## config.mk

```make
export PLATFORM = sky130hd
export DESIGN_NAME = msg_send_arbiter
export DESIGN_NICKNAME = d
export VERILOG_FILES = /design/src/rtl/msg_send_arb_pkg.sv /design/src/rtl/msg_arb_rr_pick.sv /design/src/rtl/msg_send_arbiter.sv
export SDC_FILE = /design/constraint.sdc
export NUM_CORES = 1
export LEC_CHECK = 0
export ABC_AREA = 0
export CAP_MARGIN = 10
export CORE_MARGIN = 8
export CORE_UTILIZATION = 30
export CTS_CLUSTER_DIAMETER = 50
export CTS_CLUSTER_SIZE = 24
export DETAILED_ROUTE_END_ITERATION = 7
export PLACE_DENSITY = 0.79
export REMOVE_ABC_BUFFERS = 1
export SETUP_SLACK_MARGIN = 0.02
export SLEW_MARGIN = 25
export SYNTH_ARGS = -nofsm -noshare
export SYNTH_HDL_FRONTEND = slang
export SYNTH_SLANG_ARGS = --single-unit
```

## constraint.sdc

```tcl
create_clock -name CLK -period 4.73 [get_ports CLK]
set_clock_uncertainty 0.05 [all_clocks]
set_input_delay 0.7095 -clock CLK [delete_from_list [all_inputs] [get_ports CLK]]
set_output_delay 0.7095 -clock CLK [all_outputs]
set_load 0.03 [all_outputs]
```

## src/rtl/msg_send_arb_pkg.sv

```systemverilog
// Shared types and helpers for the message-send arbiter.
// Covers the state encoding, the stats counter widths and the wrapped index increment.
package msg_send_arb_pkg;

    typedef enum logic {
        ARB_IDLE   = 1'b0,
        ARB_LOCKED = 1'b1
    } arb_state_e;

    localparam int STAT_MSG_W  = 16;
    localparam int STAT_BEAT_W = 32;

    // Increment that wraps at n, so non-power-of-two requester counts stay in range.
    function automatic int next_idx(input int idx, input int n);
        return (idx + 1 >= n) ? 0 : idx + 1;
    endfunction

endpackage

```

## src/rtl/msg_arb_rr_pick.sv

```systemverilog
// Combinational round-robin picker.
// Returns the first set request at or after ptr_i, wrapping around.
module msg_arb_rr_pick
    import msg_send_arb_pkg::*;
#(
    parameter int N     = 4,
    parameter int IDX_W = $clog2(N)
) (
    input  logic [N-1:0]     req_i,
    input  logic [IDX_W-1:0] ptr_i,
    output logic             found_o,
    output logic [IDX_W-1:0] idx_o
);

    always_comb begin
        int   j;
        logic hit;
        hit   = 1'b0;
        idx_o = '0;
        j     = int'(ptr_i);
        for (int k = 0; k < N; k++) begin
            if (!hit && req_i[j]) begin
                hit   = 1'b1;
                idx_o = IDX_W'(j);
            end
            j = next_idx(j, N);
        end
        found_o = hit;
    end

endmodule

```

## src/rtl/msg_send_arbiter.sv

```systemverilog
// Round-robin arbiter sharing one message-send sink among NUM_REQ requesters, message-atomic.
// Optional per-requester message and total beat counters under MSG_SEND_ARB_STATS_EN.
module msg_send_arbiter
    import msg_send_arb_pkg::*;
#(
    parameter int NUM_REQ = 4,
    parameter int WIDTH   = 32,
    parameter int IDX_W   = $clog2(NUM_REQ)
) (
    input  logic                     CLK,
    input  logic                     nRST,
    input  logic [NUM_REQ-1:0]       req_pend,
    input  logic [NUM_REQ-1:0]       req_enq__ENA,
    input  logic [NUM_REQ*WIDTH-1:0] req_enq_v,
    input  logic [NUM_REQ-1:0]       req_enq_last,
    output logic [NUM_REQ-1:0]       req_enq__RDY,
    output logic                     out_enq__ENA,
    output logic [WIDTH-1:0]         out_enq_v,
    output logic                     out_enq_last,
    input  logic                     out_enq__RDY,
    output logic                     busy,
    output logic [IDX_W-1:0]         owner
`ifdef MSG_SEND_ARB_STATS_EN
    ,
    output logic [NUM_REQ*STAT_MSG_W-1:0] msg_count,
    output logic [STAT_BEAT_W-1:0]        beat_count
`endif
);

    // Handshake: a beat moves when ENA and RDY are both high in the same cycle.
    // RDY never depends on ENA, and an ENA seen while RDY is low is ignored.

    arb_state_e         state_q, state_d;
    logic [IDX_W-1:0]   owner_q, owner_d;
    logic [IDX_W-1:0]   rr_ptr_q, rr_ptr_d;
    logic               cand_found;
    logic [IDX_W-1:0]   cand_idx;
    logic               grant_vld;
    logic [IDX_W-1:0]   grant_idx;
    logic [NUM_REQ-1:0] acc;

    msg_arb_rr_pick #(
        .N     (NUM_REQ),
        .IDX_W (IDX_W)
    ) u_pick (
        .req_i   (req_pend),
        .ptr_i   (rr_ptr_q),
        .found_o (cand_found),
        .idx_o   (cand_idx)
    );

    // nRST is active-high: nothing is granted while it is asserted.
    always_comb begin
        grant_vld    = 1'b0;
        grant_idx    = owner_q;
        req_enq__RDY = '0;
        out_enq_v    = '0;
        out_enq_last = 1'b0;
        if (!nRST) begin
            if (state_q == ARB_LOCKED) begin
                grant_vld = 1'b1;
            end else if (cand_found) begin
                grant_vld = 1'b1;
                grant_idx = cand_idx;
            end
        end
        if (grant_vld) begin
            req_enq__RDY[grant_idx] = out_enq__RDY;
            out_enq_v               = req_enq_v[int'(grant_idx)*WIDTH +: WIDTH];
            out_enq_last            = req_enq_last[grant_idx];
        end
        acc          = req_enq__ENA & req_enq__RDY;
        out_enq__ENA = |acc;
    end

    always_comb begin
        state_d  = state_q;
        owner_d  = owner_q;
        rr_ptr_d = rr_ptr_q;
        if (out_enq__ENA) begin
            case (state_q)
                ARB_IDLE: begin
                    owner_d = grant_idx;
                    if (out_enq_last)
                        rr_ptr_d = IDX_W'(next_idx(int'(grant_idx), NUM_REQ));
                    else
                        state_d = ARB_LOCKED;
                end
                ARB_LOCKED: begin
                    if (out_enq_last) begin
                        state_d  = ARB_IDLE;
                        rr_ptr_d = IDX_W'(next_idx(int'(owner_q), NUM_REQ));
                    end
                end
                default: state_d = ARB_IDLE;
            endcase
        end
    end

    always_ff @(posedge CLK) begin
        if (nRST) begin
            state_q  <= ARB_IDLE;
            owner_q  <= '0;
            rr_ptr_q <= '0;
        end else begin
            state_q  <= state_d;
            owner_q  <= owner_d;
            rr_ptr_q <= rr_ptr_d;
        end
    end

    assign busy  = (state_q == ARB_LOCKED);
    assign owner = owner_q;

`ifdef MSG_SEND_ARB_STATS_EN
    logic [NUM_REQ*STAT_MSG_W-1:0] msg_cnt_q;
    logic [STAT_BEAT_W-1:0]        beat_cnt_q;

    // Both counters wrap freely.
    always_ff @(posedge CLK) begin
        if (nRST) begin
            msg_cnt_q  <= '0;
            beat_cnt_q <= '0;
        end else if (out_enq__ENA) begin
            beat_cnt_q <= beat_cnt_q + STAT_BEAT_W'(1);
            if (out_enq_last)
                msg_cnt_q[int'(grant_idx)*STAT_MSG_W +: STAT_MSG_W] <=
                    msg_cnt_q[int'(grant_idx)*STAT_MSG_W +: STAT_MSG_W] + STAT_MSG_W'(1);
        end
    end

    assign msg_count  = msg_cnt_q;
    assign beat_count = beat_cnt_q;
`else
    // Default build carries no statistics state.
`endif

endmodule

```

==> impl_metrics.json, run 1 <==
{
  "p_int_uw": 407.6,
  "switching_share_pct": 38.89,
  "drv_cap": 0,
  "cts_buffers": 3,
  "synth_cell_type_count": 36,
  "dp_hpwl_um": 8319,
  "p_leak_nw": 1.679,
  "clockBufferDepth": 2,
  "required_ns": 3.97,
  "yosysSeqAreaShare_pct": 5.556,
  "drive_gt1_share_pct": 24.05,
  "hold_class": "reg -> reg",
  "drt_iter0_markers": 102,
  "num-nets-final": 522,
  "placed_cells": 435,
  "yosys.area_share.simple_pct": 20.07,
  "cts-root-buf": "clkbuf_8",
  "vias": 2342,
  "cp_max_fo": 11,
  "hold_viol": 0,
  "fin_crit_ns": 4.590,
  "grt_pass1_vias": 2425,
  "fp-row-count": 28,
  "core_area_um2": 5851,
  "yosys_warnings": 0,
  "die_area_um2": 8741,
  "synth_xor_area_share_pct": 0.4861,
  "fin_cells": 445,
  "grt_pass1_wl_um": 14450,
  "min_path_cells": 2,
  "use_met3_pct": 5.609,
  "synth_ff_type": "dfxtp_1",
  "synthMuxAreaShare_pct": 50.83,
  "status": "finished, final reports clean",
  "synth_compound_area_share_pct": 11.67,
  "synth_top_area_share_pct": 42.50,
  "wire_per_inst_um": 22.62,
  "pwr-share-comb_pct": 80.7,
  "synth_area_leaders": "mux4_2, and2_1, dfxtp_1",
  "cts_tree": "built",
  "synth_fa_ha_area_share_pct": 5.556,
  "fmax_ghz": 0.2178,
  "met1_usage_pct": 23.85,
  "seqPwrFrac_pct": 7.3,
  "clk_latency_ns": 0.23,
  "dr.pass1.iters": 4,
  "drc": 0,
  "setup_violations": 0,
  "ant_nets": 0,
  "grt_max_degree": 33,
  "p_switching_uw": 259.4,
  "clk_pin_slew_ns": 0.03,
  "clock-sinks": 5,
  "cp-end-kind": "primary output",
  "start_kind": "input port",
  "peakVddDrop_v": 0.0001557,
  "relSlewSlack_pct": 42.35,
  "yosysTopAreaCell": "mux4_2",
  "reg2regPathDepth": 18,
  "syn2layout_area_growth_pct": 116.5,
  "power_density_nw_per_um2": 171.0,
  "power.total_uw": 667.0,
  "syn_area_um2": 1802,
  "arrival_ns": 3.83,
  "holdBufCountCts": 0,
  "globalRoute.busiestLayer": "met2",
  "synth_top_family_by_area": "multiplexers",
  "io_buffer_count": 183,
  "gr-total-overflow": 0,
  "syn_area_per_cell_um2": 10.18,
  "slew_viol_final": 0,
  "utilization_pct": 66.66,
  "wl_um": 10070,
  "num_antenna_cells": 0,
  "critPathKind": "in -> out",
  "antenna_found_initial": 0,
  "synthArstFlopShare_pct": 0,
  "grt_use_total_pct": 21.61,
  "start_util_pct": 30.80,
  "use_met2_pct": 39.42,
  "io-pin-count": 184,
  "p_clk_share_pct": 12.1,
  "syn-instance-count": 177,
  "globalplace.congestion": 0.9593,
  "ys_seq_elements": 5,
  "die_h_um": 93.50,
  "rsz0062_at_grt": "yes",
  "synth-edff-count": 0,
  "htreeDepth": 1,
  "via_per_inst": 5.263,
  "tightest_slew_ns": 0.8596,
  "fin_crit_sh_pct": 97.05,
  "fp.dieW_um": 93.50
}
-- synthesized netlist by cell type, types with 3 or more instances --
cell type and instances:
a21oi_1 3, a22o_1 3, and2_1 32, and3_1 5
buf_2 6, buf_4 3, clkbuf_1 5, dfxtp_1 5
ha_1 8, inv_1 6, mux2_2 8, mux2i_1 6
mux4_2 34, nand2_1 6, nor2_1 12, o21ai_0 10
-- layer usage --
metal	up-vias	share of wire (%)
li1	1078	-
met1	1111	36
met2	132	52
met3	21	9.5
met4	0	3.0
met5	-	0
-- cell usage in the layout, fill, tap and decap left out, types with 2 or more instances in the layout --
master and instances:
mux2i_1 6, dlygate4sd2_1 13, o21bai_1 2, buf_4 32
inv_1 6, dlymetal6s2s_1 12, a22oi_1 2, mux2_2 8
dfxtp_1 5, or2_1 2, mux4_2 34, a2bb2oi_4 2
nor2_1 11, nor3_1 2, buf_12 2, and2_1 32
ha_1 6, a21oi_1 3, and3_1 5, clkbuf_8 3
clkdlybuf4s50_1 144, nand2_1 6, ha_2 2, o21ai_0 8
o21ai_1 2, a22o_1 3, o211ai_1 2
-- power groups by stage --
stage	Clock [mW]	Combinational [mW]	Sequential [mW]
after floorplan	0	0.274	0.0522
after global routing	0.0855	0.572	0.0487
after detailed placement	0	0.533	0.0484
after global placement	0	0.524	0.0485
after CTS	0.0814	0.533	0.0481
final	0.0806	0.538	0.0484
-- registers in the layout, indices dropped and copies added, names as in the netlist --
signal    cells
busy          1
owner         2
rr_ptr_q      2
-- area by class of cell --
cell class / instances / area, um^2
Timing Repair Buffer: 203 / 1986
Fill cell: 490 / 1951
Multi-Input combinational cell: 152 / 1653
Sequential cell: 5 / 100.1
Tap cell: 75 / 93.84
Clock buffer: 4 / 45.04
Inverter: 6 / 22.52
-- worst paths after layout --
kind                    start      endpoint  slack (ns)
hold / removal       owner[0]      owner[0]        0.54
hold reg to reg      owner[0]      owner[0]        0.54
setup / recovery  req_pend[3]  out_enq__ENA        0.14
setup reg to reg  rr_ptr_q[0]   rr_ptr_q[1]        0.79
-- kinds of logic (layout without fill, tap and decap cells) --
group	count (synthesis)	in the layout
flip-flops	5	5
XOR/XNOR	1	1
adder cells (fa/ha/maj)	8	8
AO/OA/AOI/OAI	29	30
buffers and inverters	21	213
AND/OR/NAND/NOR	65	65
multiplexers	48	48
-- repair_timing --
| action | CTS | global route |
|---|---|---|
| cloned | 1 | 0 |
| pin swaps | 1 | 1 |
| resized for setup | 14 | 17 |
| setup endpoints to repair | 26 | 12 |
| buffers inserted | 0 | 5 |
-- worst max-delay path, stage by stage --
cell	delay [ns]
clkdlybuf4s50_1	0.48
mux4_2	0.51
buf_4	0.15
or2_1	0.24
o31a_1	0.39
a2bb2oi_4	0.24
inv_1	0.16
ha_1	0.17
a22o_1	0.13
o21ai_0	0.08
or2_1	0.26
inv_1	0.12
buf_4	0.18
-- per-stage QoR --
stage | cell area, um^2 | hold slack (ns) | setup TNS, ns | setup WS (ns)
floorplan | 1719 | 0.4892 | -0.4165 | -0.1819
global placement | 3761 | 0.5319 | -2.069 | -0.09459
detailed placement | 3761 | 0.5202 | -3.255 | -0.1625
CTS | 3816 | 0.5441 | 0 | 0.004239
global route | 3900 | 0.6114 | -0.04397 | -0.02877
finish | 3900 | 0.5387 | 0 | 0.1396
Power figures use the tool's default switching activity.
==> run 2: changes to the inputs <==
- REMOVE_ABC_BUFFERS: 1 -> default
==> run 2 against run 1 <==
Effect of this change: via count is 3.2% lower; count of clock-buffer cells in the layout is the same; largest cell class unchanged; core utilization decreased by 2.1 points; critical path type unchanged; combinational power is 4.6% lower.
==> impl_metrics.json, run 2 (synthesized netlist as in run 1, its figures left out) <==
{
  "status": "finished, final reports clean",
  "switching_share_pct": 39.08,
  "die_area_um2": 8741,
  "routed-wl-met2_um": 4987,
  "cp_num_buf_inv": 5,
  "reg2regPathDepth": 14,
  "slowest_stage": "mux4_2",
  "final_area_um2": 3775,
  "wirelength_met1_um": 3541,
  "cts_setup_buffers": 0,
  "hold_viol": 0,
  "critPathTopFamily": "buffers and inverters",
  "p_clk_share_pct": 12.2,
  "clk_pin_slew_ns": 0.04,
  "dr_wl_met3_um": 951,
  "grt_pass1_wl_um": 13860,
  "cts_buffers": 3,
  "syn2layout_area_growth_pct": 109.5,
  "relSlewSlack_pct": 46.86,
  "die_h_um": 93.50,
  "via_per_inst": 5.188,
  "setup_violations": 0,
  "ant_nets": 0,
  "fin_hold_ws_ns": 0.5479,
  "start_kind": "input port",
  "drv_cap": 0,
  "fmax_ghz": 0.2235,
  "placed_area_um2": 3721,
  "min_path_cells": 2,
  "crit_chain": "dlygate4sd2_1 > mux4_2 > buf_4 > or2_1 > o31a_1 > a2bb2oi_4 > inv_1 > ha_1 > a22o_1 > o21ai_0 > or2_1 > inv_1 > buf_4",
  "antenna_found_initial": 0,
  "pwr-share-comb_pct": 80.2,
  "io-pin-count": 184,
  "power_density_nw_per_um2": 169.2,
  "core_area_um2": 5851,
  "clock-sinks": 5,
  "wl_um": 9609,
  "peakVddDrop_v": 0.0001480,
  "clk_latency_ns": 0.22,
  "gr-total-overflow": 0,
  "cpPeakStageDelay_ns": 0.52,
  "htreeDepth": 1,
  "arrival_ns": 3.71,
  "place_ws_ns": -0.1661,
  "drc": 0,
  "clockBufferDepth": 2,
  "layout_commonest_cell": "clkdlybuf4s50_1",
  "grt_max_degree": 37,
  "cp-end-kind": "primary output",
  "synth_nets": 328,
  "seqPwrFrac_pct": 7.5,
  "rsz0062_at_grt": "no",
  "setup_tns_ns": 0,
  "fp-row-count": 28,
  "fp.dieW_um": 93.50,
  "p_int_uw": 389.2,
  "fin_crit_ns": 4.473,
  "p_switching_uw": 249.7,
  "dr.pass1.iters": 4,
  "num_antenna_cells": 0,
  "wire_per_inst_um": 21.99,
  "fin_crit_sh_pct": 94.58,
  "topRoutingLayerUsed": "met4",
  "critPathKind": "in -> out",
  "hold_class": "reg -> reg",
  "vias": 2267,
  "grt_pass1_vias": 2347,
  "mostFrequentLayoutCells": "clkdlybuf4s50_1, mux4_2, and2_1, buf_4, dlygate4sd2_1",
  "cts_tree": "built",
  "drt_iter0_markers": 49,
  "start_util_pct": 30.80,
  "grt_use_total_pct": 20.46,
  "setup_ws_ns": 0.2566,
  "dp_hpwl_um": 8177,
  "cp_max_fo": 16,
  "drive_gt1_share_pct": 21.82,
  "io_buffer_count": 183,
  "rrSetupSlack_ns": 0.57,
  "tightest_slew_ns": 0.7924,
  "globalplace.congestion": 0.9298,
  "required_ns": 3.97,
  "p_leak_nw": 1.540,
  "crit_cells": 13,
  "num-nets-final": 514,
  "slew_viol_final": 0,
  "cts-root-buf": "clkbuf_8"
}
-- run 2: power by group through the flow --
| stage | combinational (mW) | clock (mW) | sequential (mW) |
|---|---|---|---|
| finish | 0.513 | 0.0782 | 0.0480 |
| global route | 0.544 | 0.0841 | 0.0486 |
| CTS | 0.517 | 0.0798 | 0.0482 |
| detailed placement | 0.526 | 0 | 0.0483 |
| global placement | 0.518 | 0 | 0.0483 |
| floorplan | 0.286 | 0 | 0.0493 |
-- run 2: final timing paths --
| check | startpoint | to |
|---|---|---|
| hold reg to reg | owner[0] | owner[0] |
| hold / removal | owner[0] | owner[0] |
| setup reg to reg | rr_ptr_q[0] | rr_ptr_q[0] |
| setup / recovery | req_pend[3] | out_enq__ENA |
-- run 2: cell type report --
cell class | instances | area [um^2]
clock buffers | 4 | 45.04
multi-input cells | 152 | 1639
flip-flops and latches | 5 | 100.1
fillers | 479 | 2076
repair buffers | 195 | 1874
well taps | 75 | 93.84
inverters | 6 | 22.52
-- run 2: stage by stage --
stage | power (mW) | util, % | std cells
5_1_grt | 0.6762 | 64.52 | 437
6_report | 0.6388 | 64.52 | 437
3_3_place_gp | 0.5662 | 63.60 | 432
4_1_cts | 0.6454 | 64.39 | 437
3_5_place_dp | 0.5742 | 63.60 | 432
2_1_floorplan | 0.3350 | - | 177
-- run 2: worst register-to-register path: stages, from the launching register on --
cell,delay (ns)
dfxtp_1,0.31
inv_1,0.07
ha_1,0.47
mux4_2,0.55
nor2_1,0.20
nand3_2,0.18
a2bb2oi_4,0.54
inv_1,0.15
ha_1,0.23
a22o_1,0.20
o21ai_0,0.13
or2_1,0.16
inv_1,0.09
and3_1,0.20
a2111oi_1,0.48
-- run 2: layer usage --
metal | vias up | global-route usage [%]
li1 | 1062 | -
met1 | 1082 | 23.82
met2 | 110 | 36.90
met3 | 13 | 5.369
met4 | 0 | 3.356
met5 | - | 0
-- run 2: repair_timing --
| item | CTS | global route |
|---|---|---|
| gates resized for setup | 26 | 3 |
| gates cloned | 1 | 0 |
| hold buffers | 0 | 0 |
| endpoints found under the setup margin | 25 | 1 |
| pin swaps | 1 | 1 |
==> run 3: changes to the inputs <==
- CORE_MARGIN: 8 -> 2
- SLEW_MARGIN: 25 -> default
==> run 3 against run 2 <==
Effect of this change: cell area increased by 4.2%; maximum frequency increased by 0.74%; sequential share of layout area decreased by 0.11 points; flip-flop and latch count unchanged; hold slack got worse by 0.017 ns; core utilization increased by 2.7 points; via count increased by 0.31%; non-clock buffer count increased by 6; worst setup slack improved by 0.033 ns; critical path depth decreased by 1; critical endpoint unchanged; largest cell class unchanged.
==> impl_metrics.json, run 3 (synthesized netlist as in run 1, its figures left out) <==
{
  "rsz0062_at_grt": "no",
  "fin_hold_ws_ns": 0.5312,
  "min_path_cells": 2,
  "layout_commonest_cell": "clkdlybuf4s50_1",
  "fill_cells": 465,
  "peakVddDrop_v": 0.0002303,
  "power.total_uw": 651.9,
  "drc": 0,
  "io_buffer_count": 183,
  "wl_um": 8125,
  "drt_iter0_markers": 43,
  "die_area_um2": 6641,
  "grt_pass1_wl_um": 11100,
  "cp_max_fo": 8,
  "grt_use_total_pct": 22.13,
  "reg2regPathDepth": 16,
  "status": "finished, final reports clean",
  "cts_buffers": 3,
  "core_area_um2": 5851,
  "wire_per_inst_um": 18.38,
  "io-pin-count": 184,
  "slew_viol_final": 0,
  "clockBufferDepth": 2,
  "grt_pass1_vias": 2208,
  "clk_pin_slew_ns": 0.04,
  "fin_crit_sh_pct": 93.88,
  "num-nets-final": 519,
  "power_density_nw_per_um2": 165.8,
  "r2r-start": "rr_ptr_q[0]",
  "setup_violations": 0,
  "htreeDepth": 1,
  "min_from": "owner[0]",
  "fp.dieW_um": 81.50,
  "crit_cells": 12,
  "holdBufCountCts": 0,
  "hold_class": "reg -> reg",
  "cp-end-kind": "primary output",
  "grt_max_degree": 28,
  "setup_tns_ns": 0,
  "crit_chain": "clkdlybuf4s50_1 > mux4_2 > or2_1 > o31a_1 > a2bb2oi_4 > inv_1 > ha_1 > a22o_1 > o21ai_0 > or2_1 > inv_1 > dlygate4sd2_1",
  "required_ns": 3.97,
  "crit_start": "req_pend[0]",
  "gr-total-overflow": 0,
  "vias": 2274,
  "globalplace.congestion": 0.8569,
  "die_h_um": 81.50,
  "placed_area_um2": 3809,
  "via_per_inst": 5.145,
  "drv_cap": 0,
  "start_kind": "input port",
  "arrival_ns": 3.68,
  "final_area_um2": 3933,
  "cp_num_buf_inv": 4,
  "fin_cells": 442,
  "hold_viol": 0,
  "ant_nets": 0,
  "critPathTopFamily": "buffers and inverters",
  "placed_cells": 438,
  "cpPeakStageDelay_ns": 0.52,
  "num_antenna_cells": 0,
  "mostFrequentLayoutCells": "clkdlybuf4s50_1, mux4_2, and2_1, dlymetal6s2s_1, buf_4",
  "fin_crit_ns": 4.441,
  "antenna_found_initial": 0,
  "tightest_slew_ns": 0.4150,
  "cts_tree": "built",
  "slowest_stage": "mux4_2",
  "fmax_ghz": 0.2252,
  "critPathKind": "in -> out",
  "syn2layout_area_growth_pct": 118.3,
  "dr.pass1.iters": 4,
  "dp_hpwl_um": 6998,
  "fp-row-count": 28,
  "relSlewSlack_pct": 72.17,
  "clock-sinks": 5,
  "synth_nets": 328,
  "cts-root-buf": "clkbuf_8",
  "start_util_pct": 30.80,
  "p_leak_nw": 1.900,
  "drive_gt1_share_pct": 19.35,
  "clk_latency_ns": 0.22
}
[run 3: cell count changes in the layout (fill, tap and decap cells not counted)]
cell | previous run | this run
a2bb2oi_4 | 2 | 1
buf_12 | 1 | 2
buf_4 | 26 | 19
clkdlybuf4s50_1 | 141 | 147
dlygate4sd2_1 | 24 | 1
dlymetal6s2s_1 | 3 | 32
nand3_1 | 0 | 1
nand3_2 | 1 | 0
[run 3: path summary, 6_finish.rpt]
kind | slack [ns] | endpoint
worst max-delay path | 0.29 | out_enq__ENA
worst min-delay path | 0.53 | owner[0]
worst max register to register | 0.91 | rr_ptr_q[0]
worst min register to register | 0.53 | owner[0]
[run 3: metal layers]
layer	vias up	part of all wire (%)	track usage, %
met2	106	51	39.84
met5	-	0	0
li1	1069	-	-
met3	6	11	7.912
met1	1093	37	25.69
met4	0	0.71	3.220
[run 3: stage by stage]
| stage | util, % | worst slack (ns) |
|---|---|---|
| floorplan | - | 0.5567 |
| global route | 67.22 | 0.1105 |
| finish | 67.22 | 0.2895 |
| global placement | 65.10 | 0.05493 |
| detailed placement | 65.10 | 0.004613 |
| CTS | 65.85 | 0.06516 |
[run 3: final cells by class]
| class | count | area [um^2] | area share (%) |
|---|---|---|---|
| timing repair buffer | 201 | 2063 | 52.47 |
| clock buffer | 4 | 45.04 | 1.145 |
| sequential | 5 | 100.1 | 2.545 |
| inverter | 6 | 22.52 | 0.5727 |
| tap | 75 | 93.84 | 2.386 |
| multi-input combinational | 151 | 1608 | 40.88 |
[run 3: report_power, final]
| part | leakage [nW] | switching, mW | internal (mW) |
|---|---|---|---|
| clock network | 0.0228 | 0.0228 | 0.0580 |
| logic | 1.84 | 0.217 | 0.306 |
| registers | 0.0405 | 0.00320 | 0.0446 |
| total | 1.90 | 0.243 | 0.408 |
[run 3: worst min-delay path: stages (launching register included)]
cell and delay (ns):
dfxtp_1 0.35, mux2i_1 0.14, nor2_1 0.05
[run 3: timing repair]
item | CTS | global route
buffers inserted | 0 | 0
setup endpoints to repair | 1 | 32
pin swaps | 0 | 0
gates resized for setup | 1 | 32
